**config.mk**
```make
export PLATFORM = sky130hd
export DESIGN_NAME = zero_cross_freq_meter
export DESIGN_NICKNAME = d
export VERILOG_FILES = /design/src/rtl/zero_cross_freq_meter.sv
export SDC_FILE = /design/constraint.sdc
export NUM_CORES = 1
export LEC_CHECK = 0
export CAP_MARGIN = 10
export CORE_MARGIN = 5
export CORE_UTILIZATION = 57
export CTS_CLUSTER_DIAMETER = 40
export DETAILED_ROUTE_END_ITERATION = 12
export HOLD_SLACK_MARGIN = 0.1
export PLACE_DENSITY = 0.85
export RECOVER_POWER = 50
export SETUP_SLACK_MARGIN = 0.15
export SLEW_MARGIN = 5
export SYNTH_ARGS = -nofsm -noshare
export SYNTH_HDL_FRONTEND = slang
export SYNTH_SLANG_ARGS = --single-unit
```
**constraint.sdc**
```tcl
create_clock -name clk -period 5.3 [get_ports clk]
set_input_delay 1.59 -clock clk [delete_from_list [all_inputs] [get_ports clk]]
set_output_delay 1.59 -clock clk [all_outputs]
set_load 0.01 [all_outputs]
```
**src/rtl/zero_cross_freq_meter.sv**
```systemverilog
// Rising zero-crossing counter over a gate window of accepted audio samples, with hysteresis.
// Optional FREQ_AVG_EN: report the mean of the last four window counts instead of the raw count.
module zero_cross_freq_meter #(
   parameter int SAMPLE_W     = 24,
   parameter int COUNT_W      = 16,
   parameter int GATE_SAMPLES = 48000,
   parameter int HYST         = 0
) (
   input  logic                       clk,
   input  logic                       resetn,
   input  logic signed [SAMPLE_W-1:0] sample,
   input  logic                       sample_valid,
   input  logic                       start,
   input  logic                       continuous,
   output logic        [COUNT_W-1:0]  freq,
   output logic                       freq_valid,
   output logic                       busy,
   output logic                       overflow
);

   localparam int GATE_W = $clog2(GATE_SAMPLES + 1);
   localparam logic [GATE_W-1:0] GATE_LAST = GATE_W'(GATE_SAMPLES - 1);
   localparam logic signed [SAMPLE_W-1:0] HYST_HI = SAMPLE_W'(HYST);
   localparam logic signed [SAMPLE_W-1:0] HYST_LO = SAMPLE_W'(-HYST);

   typedef enum logic [1:0] {IDLE, MEASURE, DONE} state_t;

   state_t              state, state_nx;
   logic [COUNT_W-1:0]  count, base_count, count_nx, inc_val;
   logic [GATE_W-1:0]   gate, base_gate;
   logic                sat, base_sat, sat_nx, inc_ovf;
   logic                armed;
   logic                is_low, is_high, accept, crossing, window_end;

   // Saturating increment; MSB of the result flags an attempt to pass full scale.
   function automatic logic [COUNT_W:0] sat_inc(input logic [COUNT_W-1:0] c);
      if (c == '1)
         return {1'b1, c};
      else
         return {1'b0, c + COUNT_W'(1)};
   endfunction

   always_comb begin
      is_low     = sample < HYST_LO;
      is_high    = sample >= HYST_HI;
      // DONE starts the next window from zero, so a sample accepted there counts fresh.
      base_count = (state == DONE) ? '0 : count;
      base_gate  = (state == DONE) ? '0 : gate;
      base_sat   = (state == DONE) ? 1'b0 : sat;
      accept     = sample_valid && !start &&
                   ((state == MEASURE) || ((state == DONE) && continuous));
      crossing   = accept && armed && is_high;
      {inc_ovf, inc_val} = sat_inc(base_count);
      count_nx   = crossing ? inc_val : base_count;
      sat_nx     = base_sat | (crossing & inc_ovf);
      window_end = accept && (base_gate == GATE_LAST);
   end

   always_comb begin
      state_nx = state;
      case (state)
         IDLE:    if (start) state_nx = MEASURE;
         MEASURE: begin
            if (start)           state_nx = MEASURE;
            else if (window_end) state_nx = DONE;
         end
         DONE: begin
            if (start)           state_nx = MEASURE;
            else if (window_end) state_nx = DONE;
            else if (continuous) state_nx = MEASURE;
            else                 state_nx = IDLE;
         end
         default: state_nx = IDLE;
      endcase
   end

   assign busy = (state == MEASURE) || ((state == DONE) && continuous);

   always_ff @(posedge clk or negedge resetn) begin
      if (!resetn)
         state <= IDLE;
      else
         state <= state_nx;
   end

`ifdef FREQ_AVG_EN
   logic [COUNT_W-1:0] hist [3];
   logic [2:0]         hist_ovf;
   logic [COUNT_W+1:0] sum;
   logic [COUNT_W-1:0] avg;

   always_comb begin
      sum = {2'b00, count_nx} + {2'b00, hist[0]} + {2'b00, hist[1]} + {2'b00, hist[2]};
      avg = sum[COUNT_W+1:2];
   end

   // History survives start; only reset clears it.
   always_ff @(posedge clk or negedge resetn) begin
      if (!resetn) begin
         hist[0]  <= '0;
         hist[1]  <= '0;
         hist[2]  <= '0;
         hist_ovf <= '0;
      end else if (window_end) begin
         hist[0]  <= count_nx;
         hist[1]  <= hist[0];
         hist[2]  <= hist[1];
         hist_ovf <= {hist_ovf[1:0], sat_nx};
      end
   end
`endif

   always_ff @(posedge clk or negedge resetn) begin
      if (!resetn) begin
         count      <= '0;
         gate       <= '0;
         sat        <= 1'b0;
         armed      <= 1'b0;
         freq       <= '0;
         freq_valid <= 1'b0;
         overflow   <= 1'b0;
      end else begin
         freq_valid <= 1'b0;
         if (start) begin
            count <= '0;
            gate  <= '0;
            sat   <= 1'b0;
            armed <= 1'b0;
         end else begin
            if (accept) begin
               count <= count_nx;
               gate  <= base_gate + GATE_W'(1);
               sat   <= sat_nx;
               if (is_low)       armed <= 1'b1;
               else if (is_high) armed <= 1'b0;
            end else if (state == DONE) begin
               count <= '0;
               gate  <= '0;
               sat   <= 1'b0;
            end
            if (window_end) begin
               freq_valid <= 1'b1;
`ifdef FREQ_AVG_EN
               freq       <= avg;
               overflow   <= sat_nx | (|hist_ovf);
`else
               freq       <= count_nx;
               overflow   <= sat_nx;
`endif
            end
         end
      end
   end

endmodule

```
==> qor.yml, run 1 <==
synthTopCellsByCount: "54 x dfrtp_1, 37 x nand2_1, 33 x nor2_1"
tns_ps: 0
synth_area_sq_um: 2760
seqPwrFrac: 0.621
yosys_warnings: 0
drc_errors: 0
sw_frac_of_total: 0.228
powerDensity_nw_per_um2: 214
htreeDepth: 2
cts_setup_buffers: 0
violations: "max-capacitance violations, max-slew violations"
antenna_found_initial: 0
cp.required_ps: 3710
ctsRootBufferMaster: "clkbuf_8"
crit_type: "in2out"
routed_wl_um: 5640
critPathMaxFanout: 4
r2r_setup_slack_ps: 1840
drive_above_1_share: 0.0495
ctsResizeCount: 0
clk_latency_ps: 300
vias: 2242
finalHoldViolCount: 0
max-cap-violations: 1
synth_fp_nets: 334
clk_path_buf_depth: 2
yosysSeqAreaShare: 0.489
postPlaceCellArea_sq_um: 3050
die_area_sq_um: 6340
die_w_um: 79.6
clkPwrFrac: 0.337
yosysUniqueCellTypes: 47
ys.flop_type: "dfrtp_1"
nNetsFinal: 353
drt_iter0_markers: 149
chipHeight_um: 79.6
leakagePower_uw: 0.00132
timing.final.max_slew_violations: 55
maxSlewHeadroom: -0.866
core_sq_um: 4720
grt_remaining_overflow: 0
async_reset_ff_frac: 1.00
hold_depth: 2
antenna-diode-count: 0
max_stage_delay_ps: 580
holdPathEnd: "freq[5]"
wl_per_cell_um: 14.5
area_growth_pct: 13.2
dr.pass1.iters: 4
worst_pin_slew_ps: 2800
ys_seq_elements: 54
via_per_inst: 5.75
p_switching_uw: 152
track_usage: 0.204
synth_top_area_share: 0.489
path_clk_slew_ps: 100
crit_path_cell_trace: "dlygate4sd3_1 -> nand3b_1 -> nand2_1 -> clkdlybuf4s50_1"
hp-start: "freq[5]"
hold_path.class: "reg2reg"
cts_buffers: 5
grt_first_pass_wirelength_um: 10300
gp_congestion: 0.905
finalHoldWorstSlack_ps: 491
final_antenna_net_count: 0
fmax_mhz: 214
start_util: 0.585
crit_arrival_ps: 3090
tritoncts: "yes"
fin_crit_sh: 0.883
intPower_uw: 516
io_buffer_count: 24
synth-edff-count: 0
outcome: "finished with violations"
period_needed_ps: 4680
worstSetupStartpointType: "input port"
rsz0062_at_grt: "no"
cts_hold_buf: 0
ff2ff_path_depth: 9
r2r-start: "state[0]"
synth.most_common_cell: "dfrtp_1"
synth_top_area_cell: "dfrtp_1"
comb_power_share: 0.042
worst_clock_skew_ps: 7.55
final_area_sq_um: 3130
end_kind: "output pin"
worst_ir_drop_vdd_mv: 0.192
rows: 25
grt_max_degree: 55
finalSetupViolations: 0
r2r_end: "freq[3]"
yosys-top-cells-area: "dfrtp_1 49%, nand2_1 5.0%, nor2_1 4.5%"
crit_slowest_cell: "dlygate4sd3_1"
clkSinkCount: 54
ios: 48
first_global_vias: 2148
synth_area_per_cell_sq_um: 9.12
hpwl_um: 4010
finalPower_uw: 668
synthCells: 303
registers in the layout, summed over array words and instances (netlist names):
name and cells:
count 16, armed 1, gate 16, sat 1, freq 16, state 2, freq_valid 1, overflow 1
stage by stage:
stage          utilization  instances  setup slack (ps)
3_5_place_dp         0.645        382               688
5_1_grt              0.663        390               560
3_3_place_gp         0.645        382               696
6_report             0.663        390               618
4_1_cts              0.663        390               683
2_1_floorplan            -        303              1790
layout make-up:
| type | count | area, sq um |
|---|---|---|
| Inverter | 9 | 33.8 |
| Fill cell | 388 | 1590 |
| Clock inverter | 2 | 13.8 |
| Sequential cell | 54 | 1350 |
| Tap cell | 67 | 83.8 |
| Multi-Input combinational cell | 225 | 1320 |
| Clock buffer | 6 | 72.6 |
| Timing Repair Buffer | 27 | 254 |
critical path, delay by kind of cell:
kind | cells | cell delay (ps)
simple gates | 2 | 380
buf+inv | 2 | 1130
worst max path at each step:
| stage | from | endpoint | cells past startpoint |
|---|---|---|---|
| 2_1_floorplan | continuous | busy | 2 |
| 3_3_place_gp | continuous | busy | 4 |
| 3_5_place_dp | continuous | busy | 4 |
| 4_1_cts | continuous | busy | 4 |
| 5_1_grt | continuous | busy | 4 |
| 6_report | continuous | busy | 4 |
cell families after synthesis:
group | after synthesis | synth area share
DFF | 54 | 0.489
xor gates and xnor gates | 14 | 0.0444
muxes | 3 | 0.0109
adders and majority gates | 2 | 0.00905
and+or+nand+nor | 147 | 0.274
AOI/OAI and AO/OA | 59 | 0.139
buffers and inverters | 24 | 0.0335
per-layer routing:
layer,vias up,part of all wire,track usage
li1,1116,-,-
met1,1061,0.52,0.313
met2,56,0.43,0.298
met3,9,0.041,0.0282
met4,0,0.012,0.0619
met5,-,0,0
placed cells by master, fill, tap and decap left out, types with 2 or more instances in the layout:
cell             instances
dfrtp_1                 54
nand2_1                 37
nor2_1                  33
o21ai_0                 19
nand3_1                 16
clkdlybuf4s50_1         15
a21oi_1                 12
inv_1                    9
and3_1                   8
or4_1                    8
xor2_1                   8
dlygate4sd3_1            8
nand4_1                  7
o211ai_1                 7
a31oi_1                  7
and2_1                   6
xnor2_1                  6
nor2b_1                  5
clkbuf_8                 5
or3_1                    4
nor4_1                   4
nand2b_1                 3
and3b_1                  3
nor3_1                   3
mux2i_1                  3
or2_2                    2
o311ai_0                 2
a31o_2                   2
ha_1                     2
clkbuf_1                 2
buf_4                    2
power by group through the flow:
stage	clock network [uW]	logic (uW)	registers [uW]
CTS	228	29.3	415
global placement	0	28.9	423
global route	248	32.6	415
finish	225	28.0	415
floorplan	0	13.2	423
detailed placement	0	29.2	423
Note: power is estimated with default switching activity, not from simulation.
==> run 2, diff against run 1 <==
--- a/config.mk
+++ b/config.mk
@@ -14,7 +14,7 @@
 export PLACE_DENSITY = 0.85
 export RECOVER_POWER = 50
 export SETUP_SLACK_MARGIN = 0.15
-export SLEW_MARGIN = 5
+export SLEW_MARGIN = 20
 export SYNTH_ARGS = -nofsm -noshare
 export SYNTH_HDL_FRONTEND = slang
 export SYNTH_SLANG_ARGS = --single-unit
==> results of run 2 <==
No change in the layout: final DEF, timing and power equal those of run 1.
==> run 3, diff against run 2 <==
--- a/config.mk
+++ b/config.mk
@@ -6,6 +6,7 @@
 export NUM_CORES = 1
 export LEC_CHECK = 0
 export CAP_MARGIN = 10
+export CORE_ASPECT_RATIO = 1.2
 export CORE_MARGIN = 5
 export CORE_UTILIZATION = 57
 export CTS_CLUSTER_DIAMETER = 40
==> run 3 against run 2 <==
Effect of this change: the run still ends with max-capacitance violations, max-slew violations left; fmax is 0.31% lower; sequential power hardly changed; register-to-register slack hardly changed; clock power is 14% higher; via count is 0.62% higher; clock-buffer cell count is 1 higher; die area hardly changed; final cell count is 2.6% lower; total power is 4.7% higher; wire length hardly changed; critical path depth stayed put; critical path type unchanged; critical endpoint unchanged.
==> qor.yml, run 3 (same netlist as run 1, synthesis figures left out) <==
gp_congestion: 0.843
grt_max_degree: 55
final_common_cell: "dfrtp_1"
r2r_setup_slack_ps: 1830
nNetsFinal: 352
reg_top3: "count (16), freq (16), gate (16)"
cts_hold_buf: 0
powerDensity_nw_per_um2: 224
wl_per_cell_um: 14.8
worstSetupStartpointType: "input port"
via_per_inst: 5.94
finalHoldWorstSlack_ps: 482
die_w_um: 73.6
antenna_found_initial: 0
ff2ff_path_depth: 8
final_area_sq_um: 3130
finalHoldViolCount: 0
ctsRootBufferMaster: "clkbuf_8"
finalPower_uw: 700
holdPathEnd: "freq[5]"
end_kind: "output pin"
crit_type: "in2out"
final_cell_count_no_fill: 380
start_util: 0.593
critPathMaxFanout: 4
outcome: "finished with violations"
worst_ir_drop_vdd_mv: 0.190
hold_depth: 2
final_cell_mix: "54 x dfrtp_1, 37 x nand2_1, 33 x nor2_1, 19 x o21ai_0, 16 x nand3_1"
clk_latency_ps: 310
timing.final.max_slew_violations: 55
drc_errors: 0
period_needed_ps: 4700
track_usage: 0.195
drive_above_1_share: 0.0497
final_antenna_net_count: 0
finalSetupViolations: 0
rows: 27
worst_clock_skew_ps: 13.0
first_global_vias: 2196
cp.required_ps: 3710
clk_path_buf_depth: 2
r2r-start: "state[0]"
leakagePower_uw: 0.00133
vias: 2256
fill_cells: 390
crit_arrival_ps: 3110
drt_iter0_markers: 198
tritoncts: "yes"
tns_ps: 0
die_area_sq_um: 6350
chipHeight_um: 86.3
core_sq_um: 4660
maxSlewHeadroom: -0.836
htreeDepth: 2
max-cap-violations: 1
path_clk_slew_ps: 100
dr.pass1.iters: 4
violations: "max-capacitance violations, max-slew violations"
dp_cells: 372
routed_wl_um: 5640
fin_crit_sh: 0.886
area_growth_pct: 13.2
postPlaceCellArea_sq_um: 3030
hp-start: "freq[5]"
grt_remaining_overflow: 0
fmax_mhz: 213
antenna-diode-count: 0
cts_buffers: 5
ios: 48
hold_path.class: "reg2reg"
hpwl_um: 4040
grt_first_pass_wirelength_um: 9880
cts_setup_buffers: 0
io_buffer_count: 24
worst_pin_slew_ps: 2750
r2r_end: "freq[1]"
clkSinkCount: 54
rsz0062_at_grt: "no"
ctsResizeCount: 0
## run 3: changes by cell type in the layout (fill, tap and decap cells not counted)
cell             before  now
buf_4                 2    1
clkinv_2              1    0
clkbuf_8              5    7
clkdlybuf4s50_1      15   14
clkbuf_1              2    1
dlygate4sd3_1         8    9
## run 3: layout make-up
class | count | area (sq um) | share of cell area
Inverter | 9 | 33.8 | 0.0108
Tap cell | 58 | 72.6 | 0.0232
Clock inverter | 1 | 8.76 | 0.00280
Clock buffer | 7 | 96.3 | 0.0308
Sequential cell | 54 | 1350 | 0.432
Multi-Input combinational cell | 225 | 1320 | 0.422
Timing Repair Buffer | 26 | 246 | 0.0788
## run 3: worst max path at each step
stage / startpoint / endpoint / slack [ps] / depth (start not counted)
final: continuous / busy / 600 / 4
after detailed placement: continuous / busy / 690 / 4
after global placement: continuous / busy / 700 / 4
after global routing: continuous / busy / 540 / 4
after floorplan: continuous / busy / 1790 / 2
after CTS: continuous / busy / 670 / 4
## run 3: metal layers
layer	share of wire	GRT usage	vias to the layer above
met5	0	0	-
met4	0.018	0.0692	0
met3	0.030	0.0394	10
met2	0.53	0.338	33
met1	0.42	0.238	1098
li1	-	-	1115
## run 3: through the flow
step,utilization,setup slack [ps]
final,0.671,604
after global routing,0.671,542
after CTS,0.672,672
after detailed placement,0.649,690
after global placement,0.649,695
after floorplan,-,1790
## run 3: report_power, final
part | internal [uW] | leakage [uW] | switching (uW)
combinational | 8.70 | 0.000523 | 19.7
clock | 120 | 0.0000544 | 136
sequential | 414 | 0.000747 | 1.16
## run 3: critical path: stages
cell	delay [ps]
dlygate4sd3_1	570
nand3b_1	200
nand2_1	190
clkdlybuf4s50_1	560
